## config.mk

```make
export PLATFORM = sky130hd
export DESIGN_NAME = morse_msg_sequencer_flat
export DESIGN_NICKNAME = d
export VERILOG_FILES = /design/src/rtl/morse_msg_sequencer_if.sv /design/src/rtl/morse_msg_sequencer.sv /design/src/flat_wrapper.sv
export SDC_FILE = /design/constraint.sdc
export NUM_CORES = 1
export LEC_CHECK = 0
export ABC_AREA = 0
export CORE_MARGIN = 2
export CORE_UTILIZATION = 45
export CTS_BUF_LIST = sky130_fd_sc_hd__clkbuf_4 sky130_fd_sc_hd__clkbuf_8
export DETAILED_ROUTE_END_ITERATION = 8
export PLACE_DENSITY_LB_ADDON = 0.12
export SKIP_LAST_GASP = 1
export SLEW_MARGIN = 20
export SYNTH_ARGS = -nofsm -noshare
export SYNTH_HDL_FRONTEND = slang
export SYNTH_SLANG_ARGS = --single-unit
export TNS_END_PERCENT = 30
```

## constraint.sdc

```tcl
create_clock -name Clock -period 4.5 [get_ports Clock]
set_input_delay 1.35 -clock Clock [delete_from_list [all_inputs] [get_ports Clock]]
set_output_delay 1.35 -clock Clock [all_outputs]
set_load 0.01 [all_outputs]
```

## src/rtl/morse_msg_sequencer_if.sv

```systemverilog
// Message-buffer write port, control inputs and encoder handshake for the Morse sequencer.
// master = switch/key logic plus encoder side; slave = the sequencer itself.
interface morse_msg_sequencer_if #(
   parameter int ADDR_W = 3
);
   logic              WrEn;
   logic [ADDR_W-1:0] WrAddr;
   logic [2:0]        WrData;
   logic [ADDR_W:0]   MsgLen;
   logic              Start;
   logic              Stop;
   logic              Repeat;
   logic              LetterDone;
   logic [2:0]        Letter;
   logic              LetterGo;
   logic              Busy;
   logic              MsgDone;
   logic [ADDR_W-1:0] Index;
   logic [3:0]        State;

   modport master (
      output WrEn, WrAddr, WrData, MsgLen, Start, Stop, Repeat, LetterDone,
      input  Letter, LetterGo, Busy, MsgDone, Index, State
   );

   modport slave (
      input  WrEn, WrAddr, WrData, MsgLen, Start, Stop, Repeat, LetterDone,
      output Letter, LetterGo, Busy, MsgDone, Index, State
   );
endinterface

```

## src/rtl/morse_msg_sequencer.sv

```systemverilog
// Feeds stored letters to the Morse encoder with letter/word gaps; first LetterGo one cycle after Start.
// Waits indefinitely on LetterDone (the encoder's only backpressure); Stop aborts to IDLE next cycle.
module morse_msg_sequencer #(
   parameter int DEPTH      = 8,
   parameter int ADDR_W     = 3,
   parameter int LETTER_GAP = 3,
   parameter int WORD_GAP   = 7
) (
   input logic                  Clock,
   input logic                  Resetn,
   morse_msg_sequencer_if.slave bus
);
   localparam logic [3:0] S_IDLE  = 4'd0;
   localparam logic [3:0] S_ISSUE = 4'd1;
   localparam logic [3:0] S_WAIT  = 4'd2;
   localparam logic [3:0] S_LGAP  = 4'd3;
   localparam logic [3:0] S_WGAP  = 4'd4;
   localparam logic [3:0] S_DONE  = 4'd5;

   localparam logic [2:0] BLANK = 3'b100;

   localparam int GAP_MAX = (LETTER_GAP > WORD_GAP) ? LETTER_GAP : WORD_GAP;
   localparam int CNT_W   = (GAP_MAX > 0) ? $clog2(GAP_MAX + 1) : 1;

   localparam logic [CNT_W-1:0]  LG_L     = CNT_W'(LETTER_GAP);
   localparam logic [CNT_W-1:0]  WG_L     = CNT_W'(WORD_GAP);
   localparam logic [CNT_W-1:0]  CNT_ONE  = CNT_W'(1);
   localparam logic [ADDR_W:0]   LEN_ONE  = (ADDR_W+1)'(1);
   localparam logic [ADDR_W:0]   DEPTH_L  = (ADDR_W+1)'(DEPTH);
   localparam logic [ADDR_W-1:0] IDX_ONE  = ADDR_W'(1);

   logic [3:0]        state;
   logic [ADDR_W-1:0] idx;
   logic [ADDR_W:0]   len;
   logic [CNT_W-1:0]  cnt;
   logic [2:0]        mem [DEPTH];

   logic [2:0]        cur;
   logic              last;
   logic              gap_end;
   logic              presenting;

   // Entries are stored already sanitized, so bit 2 alone marks a blank.
   always_comb begin
      cur = BLANK;
      if (int'(idx) < DEPTH) cur = mem[idx];
   end

   assign last       = ({1'b0, idx} == (len - LEN_ONE));
   assign gap_end    = (cnt <= CNT_ONE);
   assign presenting = ((state == S_ISSUE) || (state == S_WAIT)) && !bus.Stop;

   assign bus.Letter   = presenting ? cur : BLANK;
   assign bus.LetterGo = (state == S_ISSUE) && !bus.Stop && !cur[2];
   assign bus.Busy     = (state != S_IDLE);
   assign bus.MsgDone  = (state == S_DONE);
   assign bus.Index    = idx;
   assign bus.State    = state;

   always_ff @(posedge Clock or negedge Resetn) begin
      if (!Resetn) begin
         for (int i = 0; i < DEPTH; i++) mem[i] <= BLANK;
      end else if (bus.WrEn && (state == S_IDLE) && (int'(bus.WrAddr) < DEPTH)) begin
         mem[bus.WrAddr] <= (bus.WrData > BLANK) ? BLANK : bus.WrData;
      end
   end

   always_ff @(posedge Clock or negedge Resetn) begin
      if (!Resetn) begin
         state <= S_IDLE;
         idx   <= '0;
         len   <= '0;
         cnt   <= '0;
      end else if (bus.Stop && (state != S_IDLE)) begin
         state <= S_IDLE;
         cnt   <= '0;
      end else begin
         case (state)
            S_IDLE: begin
               if (bus.Start && !bus.Stop && (bus.MsgLen != '0)) begin
                  len   <= (bus.MsgLen > DEPTH_L) ? DEPTH_L : bus.MsgLen;
                  idx   <= '0;
                  state <= S_ISSUE;
               end
            end
            S_ISSUE: begin
               if (cur[2]) begin
                  cnt   <= WG_L;
                  state <= S_WGAP;
               end else begin
                  state <= S_WAIT;
               end
            end
            S_WAIT: begin
               if (bus.LetterDone) begin
                  if (!last) begin
                     cnt   <= LG_L;
                     state <= S_LGAP;
                  end else if (bus.Repeat) begin
                     cnt   <= WG_L;
                     state <= S_WGAP;
                  end else begin
                     state <= S_DONE;
                  end
               end
            end
            S_LGAP: begin
               // A loaded value of 0 or 1 both leave after a single cycle here.
               if (gap_end) begin
                  cnt   <= '0;
                  idx   <= idx + IDX_ONE;
                  state <= S_ISSUE;
               end else begin
                  cnt <= cnt - CNT_ONE;
               end
            end
            S_WGAP: begin
               if (gap_end) begin
                  cnt <= '0;
                  if (!last) begin
                     idx   <= idx + IDX_ONE;
                     state <= S_ISSUE;
                  end else if (bus.Repeat) begin
                     idx   <= '0;
                     state <= S_ISSUE;
                  end else begin
                     state <= S_DONE;
                  end
               end else begin
                  cnt <= cnt - CNT_ONE;
               end
            end
            S_DONE: begin
               state <= S_IDLE;
            end
            default: begin
               state <= S_IDLE;
               cnt   <= '0;
            end
         endcase
      end
   end
endmodule
```

## src/flat_wrapper.sv

```systemverilog
// flat-port wrapper written by rule: the top's interface ports become plain ports
module morse_msg_sequencer_flat 
#(
   parameter int DEPTH      = 8,
   parameter int ADDR_W     = 3,
   parameter int LETTER_GAP = 3,
   parameter int WORD_GAP   = 7
)
  (Clock, Resetn, bus_WrEn, bus_WrAddr, bus_WrData, bus_MsgLen, bus_Start, bus_Stop, bus_Repeat, bus_LetterDone, bus_Letter, bus_LetterGo, bus_Busy, bus_MsgDone, bus_Index, bus_State);
  morse_msg_sequencer_if #(.ADDR_W(ADDR_W)) bus_i ();
  input logic Clock;
  input logic Resetn;
  input wire logic [$bits(bus_i.WrEn)-1:0] bus_WrEn;
  input wire logic [$bits(bus_i.WrAddr)-1:0] bus_WrAddr;
  input wire logic [$bits(bus_i.WrData)-1:0] bus_WrData;
  input wire logic [$bits(bus_i.MsgLen)-1:0] bus_MsgLen;
  input wire logic [$bits(bus_i.Start)-1:0] bus_Start;
  input wire logic [$bits(bus_i.Stop)-1:0] bus_Stop;
  input wire logic [$bits(bus_i.Repeat)-1:0] bus_Repeat;
  input wire logic [$bits(bus_i.LetterDone)-1:0] bus_LetterDone;
  output wire logic [$bits(bus_i.Letter)-1:0] bus_Letter;
  output wire logic [$bits(bus_i.LetterGo)-1:0] bus_LetterGo;
  output wire logic [$bits(bus_i.Busy)-1:0] bus_Busy;
  output wire logic [$bits(bus_i.MsgDone)-1:0] bus_MsgDone;
  output wire logic [$bits(bus_i.Index)-1:0] bus_Index;
  output wire logic [$bits(bus_i.State)-1:0] bus_State;
  assign bus_i.WrEn = bus_WrEn;
  assign bus_i.WrAddr = bus_WrAddr;
  assign bus_i.WrData = bus_WrData;
  assign bus_i.MsgLen = bus_MsgLen;
  assign bus_i.Start = bus_Start;
  assign bus_i.Stop = bus_Stop;
  assign bus_i.Repeat = bus_Repeat;
  assign bus_i.LetterDone = bus_LetterDone;
  assign bus_Letter = bus_i.Letter;
  assign bus_LetterGo = bus_i.LetterGo;
  assign bus_Busy = bus_i.Busy;
  assign bus_MsgDone = bus_i.MsgDone;
  assign bus_Index = bus_i.Index;
  assign bus_State = bus_i.State;
  morse_msg_sequencer #(.DEPTH(DEPTH), .ADDR_W(ADDR_W), .LETTER_GAP(LETTER_GAP), .WORD_GAP(WORD_GAP)) u_core (.Clock(Clock), .Resetn(Resetn), .bus(bus_i));
endmodule
```

Word-level counts from Yosys, hierarchy flattened
Index checks and enable logic that the tools add are counted.
- register bits: 38
- output and inout bits: 13
- word-level logic and storage cells: 95
- $add $sub $neg: 3
- order comparisons: 6
- equality and inequality tests: 17
- mux-type cells: 33
- bitwise operators: 3
- reduce and logical (&&, ||, !) cells: 21
- operator list (cell ; number):
    $mux 3 ; 18
    $mux 4 ; 8
    $bwmux 24 ; 1
    $pmux 4 s5 ; 1
    $pmux 3 s4 ; 1
    $bmux 3 s3 ; 1
    $demux 3 s3 ; 1
    $ne 3x3->1 const B ; 3
    $pmux 3 s3 ; 1
    $eq 4x2->1 const B ; 2
    $eq 4x3->1 const B ; 2
    $ge 4x4->1 const B ; 2
    $logic_and 1x1->1 ; 8
    $not 3->4 ; 2
    $reduce_and 4->1 ; 2
    $reduce_bool 4->1 ; 2
    $ne 2x1->1 const B ; 3
    $ne 3x1->1 const B ; 2
    $reduce_and 6->1 ; 1
    $eq 3x4->1 ; 1
    $eq 4x1->1 const B ; 1
    $gt 4x4->1 const B ; 1
    $logic_not 4->1 ; 1
    $lt 4x1->1 const B ; 1
    other kinds (15) ; 17

Depth between registers and ports, before layout
Gate-level depths: netlist of run 1.
- depth after elaboration: 7
- mapped depth: 7
- mapped depth without buffers: 7

Worst setup path after synthesis of run 1
OpenSTA, ideal clock, no wires.
- kind: in2out
- from: in bus_Stop
- to: out bus_Letter[2]
- data arrival time: 1.819 ns
- path slack: 1.331 ns
- cell stages on the path: 3
- buffers on the path: 0
- cell sequence: inv_1 nand2b_1 or2b_1
- longest elaborated chain between the ends: 3
- ends and longest elaborated chain (element ; RTL line ; source):
    from (decl) ; flat_wrapper.sv:18 ; input wire logic [$bits(bus_i.Stop)-1:0] bus_Stop;
    $logic_not 1->1 ; morse_msg_sequencer.sv:51 ; assign presenting = ((state == S_ISSUE) || (state == S_WAIT)) && !bus.Stop;
    $logic_and 1x1->1 ; morse_msg_sequencer.sv:51 ;
    $mux 3 ; morse_msg_sequencer.sv:53 ; assign bus.Letter = presenting ? cur : BLANK;
    to (decl) ; flat_wrapper.sv:21 ; output wire logic [$bits(bus_i.Letter)-1:0] bus_Letter;
Every way passes these cells.

Worst setup path in the final report of run 1
Same ends and word-level chain as after synthesis.

==> results of run 1 <==
## cell type report
type                            count  area, um^2
Clock buffer                        8        91.3
Sequential cell                    37         936
Timing Repair Buffer               29         288
Tap cell                           67        83.8
Fill cell                         419        2100
Inverter                           13        48.8
Multi-Input combinational cell    143        1240
## power by group through the flow
stage	combinational [mW]	clock [mW]	sequential, mW
finish	0.688	0.237	0.617
global route	0.752	0.264	0.636
CTS	0.691	0.247	0.615
detailed placement	0.688	0	0.622
global placement	0.667	0	0.610
floorplan	0.546	0	0.569
## worst reg2reg max path: cells and delay by family, from the launching register on
family | cells | cell delay (ps)
flip-flops | 1 | 560
AND/OR/NAND/NOR | 3 | 1050
multiplexers | 1 | 400
## per-stage QoR
stage	std cells	setup slack, ps	utilization [%]	cell area [um^2]
4_1_cts	297	230	56.1	2680
3_5_place_dp	289	231	54.2	2590
6_report	297	218	56.1	2680
2_1_floorplan	201	1330	-	2270
5_1_grt	297	153	56.1	2680
3_3_place_gp	289	280	54.2	2590
## state kept, by name (all words and copies together) (netlist names)
signal            count
u_core.mem           24
u_core.len            4
u_core.bus.Index      3
u_core.bus.State      3
u_core.cnt            3
## placed cells by master, fill, tap and decap left out, types with 2 or more instances in the layout
master / Yosys / layout
sky130_fd_sc_hd__dfrtp_1: 29 / 29
sky130_fd_sc_hd__clkdlybuf4s50_1: 0 / 28
sky130_fd_sc_hd__mux2_2: 25 / 25
sky130_fd_sc_hd__inv_1: 13 / 13
sky130_fd_sc_hd__nand2_1: 13 / 13
sky130_fd_sc_hd__nor2_1: 10 / 10
sky130_fd_sc_hd__dfstp_2: 8 / 8
sky130_fd_sc_hd__nand2b_1: 6 / 6
sky130_fd_sc_hd__nand3b_1: 6 / 6
sky130_fd_sc_hd__o21ai_0: 6 / 6
sky130_fd_sc_hd__clkbuf_8: 0 / 5
sky130_fd_sc_hd__mux4_1: 4 / 4
sky130_fd_sc_hd__a21oi_1: 4 / 4
sky130_fd_sc_hd__ha_1: 4 / 4
sky130_fd_sc_hd__mux2i_1: 3 / 3
sky130_fd_sc_hd__nor2b_1: 3 / 3
sky130_fd_sc_hd__xnor2_1: 3 / 3
sky130_fd_sc_hd__o21bai_1: 3 / 3
sky130_fd_sc_hd__o22ai_1: 3 / 3
sky130_fd_sc_hd__nor3b_1: 3 / 3
sky130_fd_sc_hd__clkbuf_4: 0 / 3
sky130_fd_sc_hd__nor3_4: 2 / 2
sky130_fd_sc_hd__xor2_1: 2 / 2
sky130_fd_sc_hd__mux4_2: 2 / 2
sky130_fd_sc_hd__and2_1: 2 / 2
sky130_fd_sc_hd__nand4_1: 2 / 2
sky130_fd_sc_hd__o21a_1: 2 / 2
sky130_fd_sc_hd__and3_1: 2 / 2
sky130_fd_sc_hd__nand3_1: 2 / 2
sky130_fd_sc_hd__nor3_1: 2 / 2
sky130_fd_sc_hd__o32ai_1: 2 / 2
sky130_fd_sc_hd__a32o_1: 2 / 2
## worst paths after layout
kind	to	slack [ps]	cells past startpoint
setup / recovery	bus_Letter[2]	220	5
hold / removal	u_core.mem[19]	500	1
setup reg to reg	u_core.mem[9]	2370	4
hold reg to reg	u_core.mem[19]	500	1
max in group asynchronous	u_core.mem[5]	2670	2
min in group asynchronous	u_core.mem[19]	1470	2
## kinds of logic after synthesis
family / after synthesis / synth area share, %
simple gates: 62 / 16.4
flops: 37 / 41.2
compound gates: 36 / 12.5
mux: 35 / 21.3
buf+inv: 21 / 4.35
xor+xnor: 5 / 1.93
fa+ha+maj: 4 / 2.20
other cells: 1 / 0.165
## per-layer routing
metal	wire length [um]	up-vias	part of all wire (%)
met4	131	0	2.7
met2	2460	48	51
li1	-	791	-
met5	0	-	0
met3	221	14	4.6
met1	1980	805	41
==> summary.txt, run 1 <==
Status
  – Result of the run: finished clean

Final layout
  – Net count, final: 250
  – Ant diodes: 0
  – Area growth syn-to-layout: 18.2%
  – Fraction of final layout cells sized beyond drive strength 1: 24.8%

STA
  – Fin Clk Skew: 5.14 ps
  – Fin. Hold Viols: 0
  – Minimum period implied by the final worst setup slack: around 4300 ps
  – Crit share post-route: 95.2%
  – Hold slack final: between 400 and 500 ps
  – Max-slew headroom: ~60%
  – Highest Clock Rate: 234 MHz
  – Transition time of the tightest slew-check pin: 604 ps
  – Number of endpoints failing setup at the final stage: 0
  – Fin. max-slew vios: 0
  – Setup_tns: 0 ps
  – Unrepaired setup endpoints after global routing: no

Clocking
  – Post-CTS Hold Buffers: 0
  – Number of buffers created by CTS: 5
  – Root Driver: sky130_fd_sc_hd__clkbuf_8
  – Post-CTS clock slew at the launch and capture registers of the worst setup and hold paths: around 70 ps
  – Clock tree from TritonCTS: built
  – Clk buf depth: 2
  – Count of instances resized after the clock tree is built: 0
  – Source-to-sink clock delay at the later pin of the worst-skew pair: just under 300 ps
  – Total number of clock tree sinks: 37
  – Buffer count from post-CTS setup fixing: 0
  – Number of H-tree levels: 2

Logic synthesis
  – Leading post-synthesis cells by cell area: sky130_fd_sc_hd__dfrtp_1 (32%), sky130_fd_sc_hd__mux2_2 (12%), sky130_fd_sc_hd__dfstp_2 (9.3%), sky130_fd_sc_hd__mux4_1 (4.6%), sky130_fd_sc_hd__ha_1 (2.2%)
  – Synthesis-stage register bit count: 37
  – Cell area after synthesis: about 2300 um^2
  – Number of standard cells after synthesis: about 200
  – Share of the yosys chip area belonging to registers: 41.2%
  – Share of the synthesized area in the top cell type: 32.0%
  – Number of warnings issued by yosys: 0
  – Ys flop type: sky130_fd_sc_hd__dfrtp_1
  – Number of distinct standard cells referenced by the synthesized netlist: slightly below 60
  – Mean area per synthesized cell: 11.3 um^2
  – Post-synth net total: ~220
  – Library cell occupying the most area in the post-synthesis netlist: sky130_fd_sc_hd__dfrtp_1
  – Fraction of synthesis flops using an asynchronous set or reset pin: between 90% and 100%
  – Top cells by count, synth: sky130_fd_sc_hd__dfrtp_1 (29), sky130_fd_sc_hd__mux2_2 (25), sky130_fd_sc_hd__inv_1 (13), sky130_fd_sc_hd__nand2_1 (13), sky130_fd_sc_hd__nor2_1 (10)
  – Count of flip-flops with a built-in enable after synthesis: 0
  – Most common cell in the netlist: sky130_fd_sc_hd__dfrtp_1

Floorplan
  – Placeable core region: 4790 um^2
  – Initial cell density of the core: around 47%
  – Number of rows in the core area: 25
  – I/O pin cnt: 30
  – Die outline width: approximately 75 um
  – Die height: 75.0 um
  – Total die area: 5630 um^2

Global route
  – Met3 routing resource usage after global routing: under 10%
  – Met2 global-route usage: 32.9%
  – GR Overflow Total: 0
  – Maximum number of pins on one net before global-route repair: 38
  – Global-route usage over all layers: between 10% and 20%
  – Global routing usage on met1: 21.5%
  – Layer with the highest usage: met2
  – Vias in the first global route: 1676
  – Global-route wire length before repair: roughly 8 mm
  – Initial antenna violation count: 0

Drt
  – Routed wire length: roughly 4.8 mm
  – Post-detailed-route DRC marker count: 0
  – Number of DRC markers after the initial detailed-route iteration: 80
  – Average via count per standard cell: around 5.6
  – Total number of vias: ~1700
  – Pre-antenna DRT Iters: 4
  – Post-route ant nets: 0
  – Average detailed-routed wire length per instance: about 16 um

Power
  – Power density over the cells: roughly 570 nW/um^2
  – Internal Power: roughly 990 uW
  – Leakage power: 1.09 nW
  – Share of power burned in the clock network: 15.4%
  – Part of the total power dissipated in combinational logic: 44.6%
  – Sw power: between 500 and 600 uW
  – Max rail drop VDD: 0.000276 V
  – Part of the power in registers: 40.0%
  – Total power after layout: roughly 1.5 mW
  – Fraction of power spent switching nets: 35.5%

Critical path
  – Critical Path Most Common Cell: sky130_fd_sc_hd__clkdlybuf4s50_1
  – Critical-path cell with the highest stage delay: sky130_fd_sc_hd__clkdlybuf4s50_1
  – Worst path bufs/invs: 3
  – Largest fanout of any net on the critical path: 8
  – Maximum cell stage delay along the critical path: roughly 490 ps
  – Setup Crit Path Kind: in -> out
  – Worst EP required: 3150 ps
  – Worst path top cell family by delay: buffers and inverters
  – Reg2Reg Launch Point: u_core.bus.State[0]
  – Worst setup path startpoint: bus_Stop
  – Ordered list of cells on the worst path: clkdlybuf4s50_1, inv_1, nand2b_1, or2b_1, clkdlybuf4s50_1
  – Nature of the critical path endpoint: primary output
  – Setup crit start kind: input pin
  – Arrival @ worst endpoint: about 3000 ps

Placed design
  – Port Buffer Count: 28
  – Post-detail-place hpwl: approximately 3.6 mm
  – Final estimated routing congestion in global placement: roughly 0.9

Min path
  – Hold WC Path Type: reg -> reg
  – Launch instance of the worst min-delay path: u_core.mem[19]

Job
  – Max Cap Viol: 0
(Power assumes the default switching activity.)
==> inputs of run 2 (changes only) <==
--- a/config.mk
+++ b/config.mk
@@ -10,6 +10,7 @@
 export CORE_UTILIZATION = 45
 export CTS_BUF_LIST = sky130_fd_sc_hd__clkbuf_4 sky130_fd_sc_hd__clkbuf_8
 export DETAILED_ROUTE_END_ITERATION = 8
+export MAX_ROUTING_LAYER = met4
 export PLACE_DENSITY_LB_ADDON = 0.12
 export SKIP_LAST_GASP = 1
 export SLEW_MARGIN = 20
==> constraint.sdc (replaced) <==
create_clock -name Clock -period 5.3 [get_ports Clock]
set_input_delay 1.59 -clock Clock [delete_from_list [all_inputs] [get_ports Clock]]
set_output_delay 1.59 -clock Clock [all_outputs]
set_load 0.01 [all_outputs]
==> summary.txt, run 2 (synthesis results as in run 1) <==
Global route
  – Global-route wire length before repair: 8.40 mm (+7.0%)
  – GR Overflow Total: 0 (unchanged)
  – Vias in the first global route: 1779 (+6.1%)
  – Global-route usage over all layers: 20.6% (+1.6 points)
  – Initial antenna violation count: 0 (unchanged)
  – Maximum number of pins on one net before global-route repair: 38 (unchanged)

Floorplan
  – Number of rows in the core area: 25 (unchanged)
  – Placeable core region: 4790 um^2 (unchanged)
  – Die outline width: 75.0 um (unchanged)
  – Total die area: 5630 um^2 (unchanged)
  – Die height: 75.0 um (unchanged)
  – I/O pin cnt: 30 (unchanged)
  – Initial cell density of the core: 47.5% (unchanged)

Critical path
  – Nature of the critical path endpoint: primary output
  – Worst EP required: 3710 ps (+560 ps)
  – Arrival @ worst endpoint: 3150 ps (+220 ps)
  – Setup crit start kind: input pin
  – Setup Crit Path Kind: in -> out
  – Largest fanout of any net on the critical path: 8 (unchanged)

STA
  – Number of endpoints failing setup at the final stage: 0 (unchanged)
  – Minimum period implied by the final worst setup slack: ~4700 ps
  – Max-slew headroom: 57.6% (-2.0 points)
  – Fin. Hold Viols: 0 (unchanged)
  – Highest Clock Rate: ~210 MHz
  – Fin Clk Skew: 2.65 ps (-2.49 ps)
  – Crit share post-route: roughly nine tenths
  – Unrepaired setup endpoints after global routing: no
  – Fin. max-slew vios: 0 (unchanged)
  – Transition time of the tightest slew-check pin: 630 ps (+25.9 ps)
  – Setup_tns: 0 ps (unchanged)
  – Fin worst setup slack: 558 ps (+340 ps)

Power
  – Fraction of power spent switching nets: 35.8% (+0.26 points)
  – Internal Power: 843 uW (-15%)
  – Power density over the cells: 490 nW/um^2 (-15%)
  – Share of power burned in the clock network: 15.5% (about the same)
  – Part of the power in registers: 40.0% (about the same)
  – Part of the total power dissipated in combinational logic: 44.4% (-0.2 points)
  – Sw power: 470 uW (-14%)
  – Max rail drop VDD: 0.000187 V (-32%)
  – Leakage power: 1.09 nW (-0.18%)

Clocking
  – Source-to-sink clock delay at the later pin of the worst-skew pair: 290 ps (about the same)
  – Total number of clock tree sinks: 37 (unchanged)
  – Number of H-tree levels: 2 (unchanged)
  – Clk buf depth: 2 (unchanged)
  – Buffer count from post-CTS setup fixing: 0 (unchanged)
  – Clock tree from TritonCTS: built
  – Post-CTS clock slew at the launch and capture registers of the worst setup and hold paths: 70 ps (about the same)
  – Count of instances resized after the clock tree is built: 0 (unchanged)
  – Post-CTS Hold Buffers: 0 (unchanged)
  – Root Driver: sky130_fd_sc_hd__clkbuf_8
  – Number of buffers created by CTS: 5 (unchanged)

Drt
  – Average via count per standard cell: 5.61 (+0.52%)
  – Average detailed-routed wire length per instance: 16.6 um (+3.0%)
  – Post-detailed-route DRC marker count: 0 (unchanged)
  – Post-route ant nets: 0 (unchanged)
  – Routed wire length: 4.92 mm (+2.6%)
  – Total number of vias: 1661 (+0.18%)
  – Pre-antenna DRT Iters: 4 (unchanged)
  – Number of DRC markers after the initial detailed-route iteration: 114 (+43%)

Final layout
  – Commonest non-fill, non-tap cell in the layout: sky130_fd_sc_hd__dfrtp_1
  – Largest register FFs: 24 (unchanged)
  – Filler cell count: 414 (-1.2%)
  – Ant diodes: 0 (unchanged)
  – Core Util, Final: 56.1% (about the same)
  – Fraction of final layout cells sized beyond drive strength 1: 24.5% (-0.33 points)
  – Area growth syn-to-layout: 18.1% (about the same)
  – Registers with the most flip-flops: u_core.mem: 24 flops, u_core.len: 4 flops
  – Most frequent cells in the layout: sky130_fd_sc_hd__dfrtp_1 (29), sky130_fd_sc_hd__clkdlybuf4s50_1 (28), sky130_fd_sc_hd__mux2_2 (25), sky130_fd_sc_hd__inv_1 (13), sky130_fd_sc_hd__nand2_1 (13)
  – Fin cells: 296 (-0.34%)
  – Register with the highest flop count: u_core.mem
  – Net count, final: 250 (unchanged)

Min path
  – Hold WC Path Type: reg -> reg

Status
  – Result of the run: finished clean

Placed design
  – Post-detail-place hpwl: 3.79 mm (+4.1%)
  – Final estimated routing congestion in global placement: 0.906 (+1.9%)
  – Worst slack at placement: 568 ps (+337 ps)
  – Instance count after placement with tap cells included: 289 (unchanged)
  – Port Buffer Count: 28 (unchanged)

Job
  – Max Cap Viol: 0 (unchanged)
-- run 2: final timing paths --
kind,from,slack (ps),to,cells after the start
worst max-delay path,bus_Stop,560,bus_Letter[2],5
max in group asynchronous,Resetn,3230,u_core.mem[2],2
min in group asynchronous,Resetn,1710,u_core.mem[16],2
worst min register to register,u_core.mem[6],500,u_core.mem[6],1
worst min-delay path,u_core.mem[6],500,u_core.mem[6],1
worst max register to register,u_core.bus.State[0],3160,u_core.bus.Index[2],6
-- run 2: layout make-up --
type	count	area [um^2]	area share, %
clock buffer	7	90.1	3.36
inverter	13	48.8	1.82
multi-input combinational	143	1240	46.1
sequential	37	936	34.9
tap	67	83.8	3.13
timing repair buffer	29	288	10.7
-- run 2: worst max-delay path: stages --
cell and delay (ps):
sky130_fd_sc_hd__clkdlybuf4s50_1 480, sky130_fd_sc_hd__inv_1 190, sky130_fd_sc_hd__nand2b_1 160, sky130_fd_sc_hd__or2b_1 250
sky130_fd_sc_hd__clkdlybuf4s50_1 480
-- run 2: routing by layer --
layer  wire (um)  part of all wire (%)  GRT usage [%]
met5           0                     0              -
met4          89                   1.8           9.13
met3         158                   3.2           3.61
met2        2570                    52           34.2
met1        2110                    43           24.6
-- run 2: power groups by stage --
stage                     registers (mW)  clock network, mW  logic (mW)
after global routing               0.545              0.218       0.649
after global placement             0.517                  0       0.567
after CTS                          0.525              0.211       0.591
final                              0.526              0.204       0.584
after floorplan                    0.483                  0       0.464
after detailed placement           0.531                  0       0.590
-- run 2: stage by stage --
step | cell area [um^2] | hold slack (ps) | power [mW]
detailed placement | 2590 | 485 | 1.12
global route | 2680 | 519 | 1.41
global placement | 2590 | 479 | 1.08
CTS | 2680 | 501 | 1.33
finish | 2680 | 498 | 1.31
floorplan | 2270 | 470 | 0.946
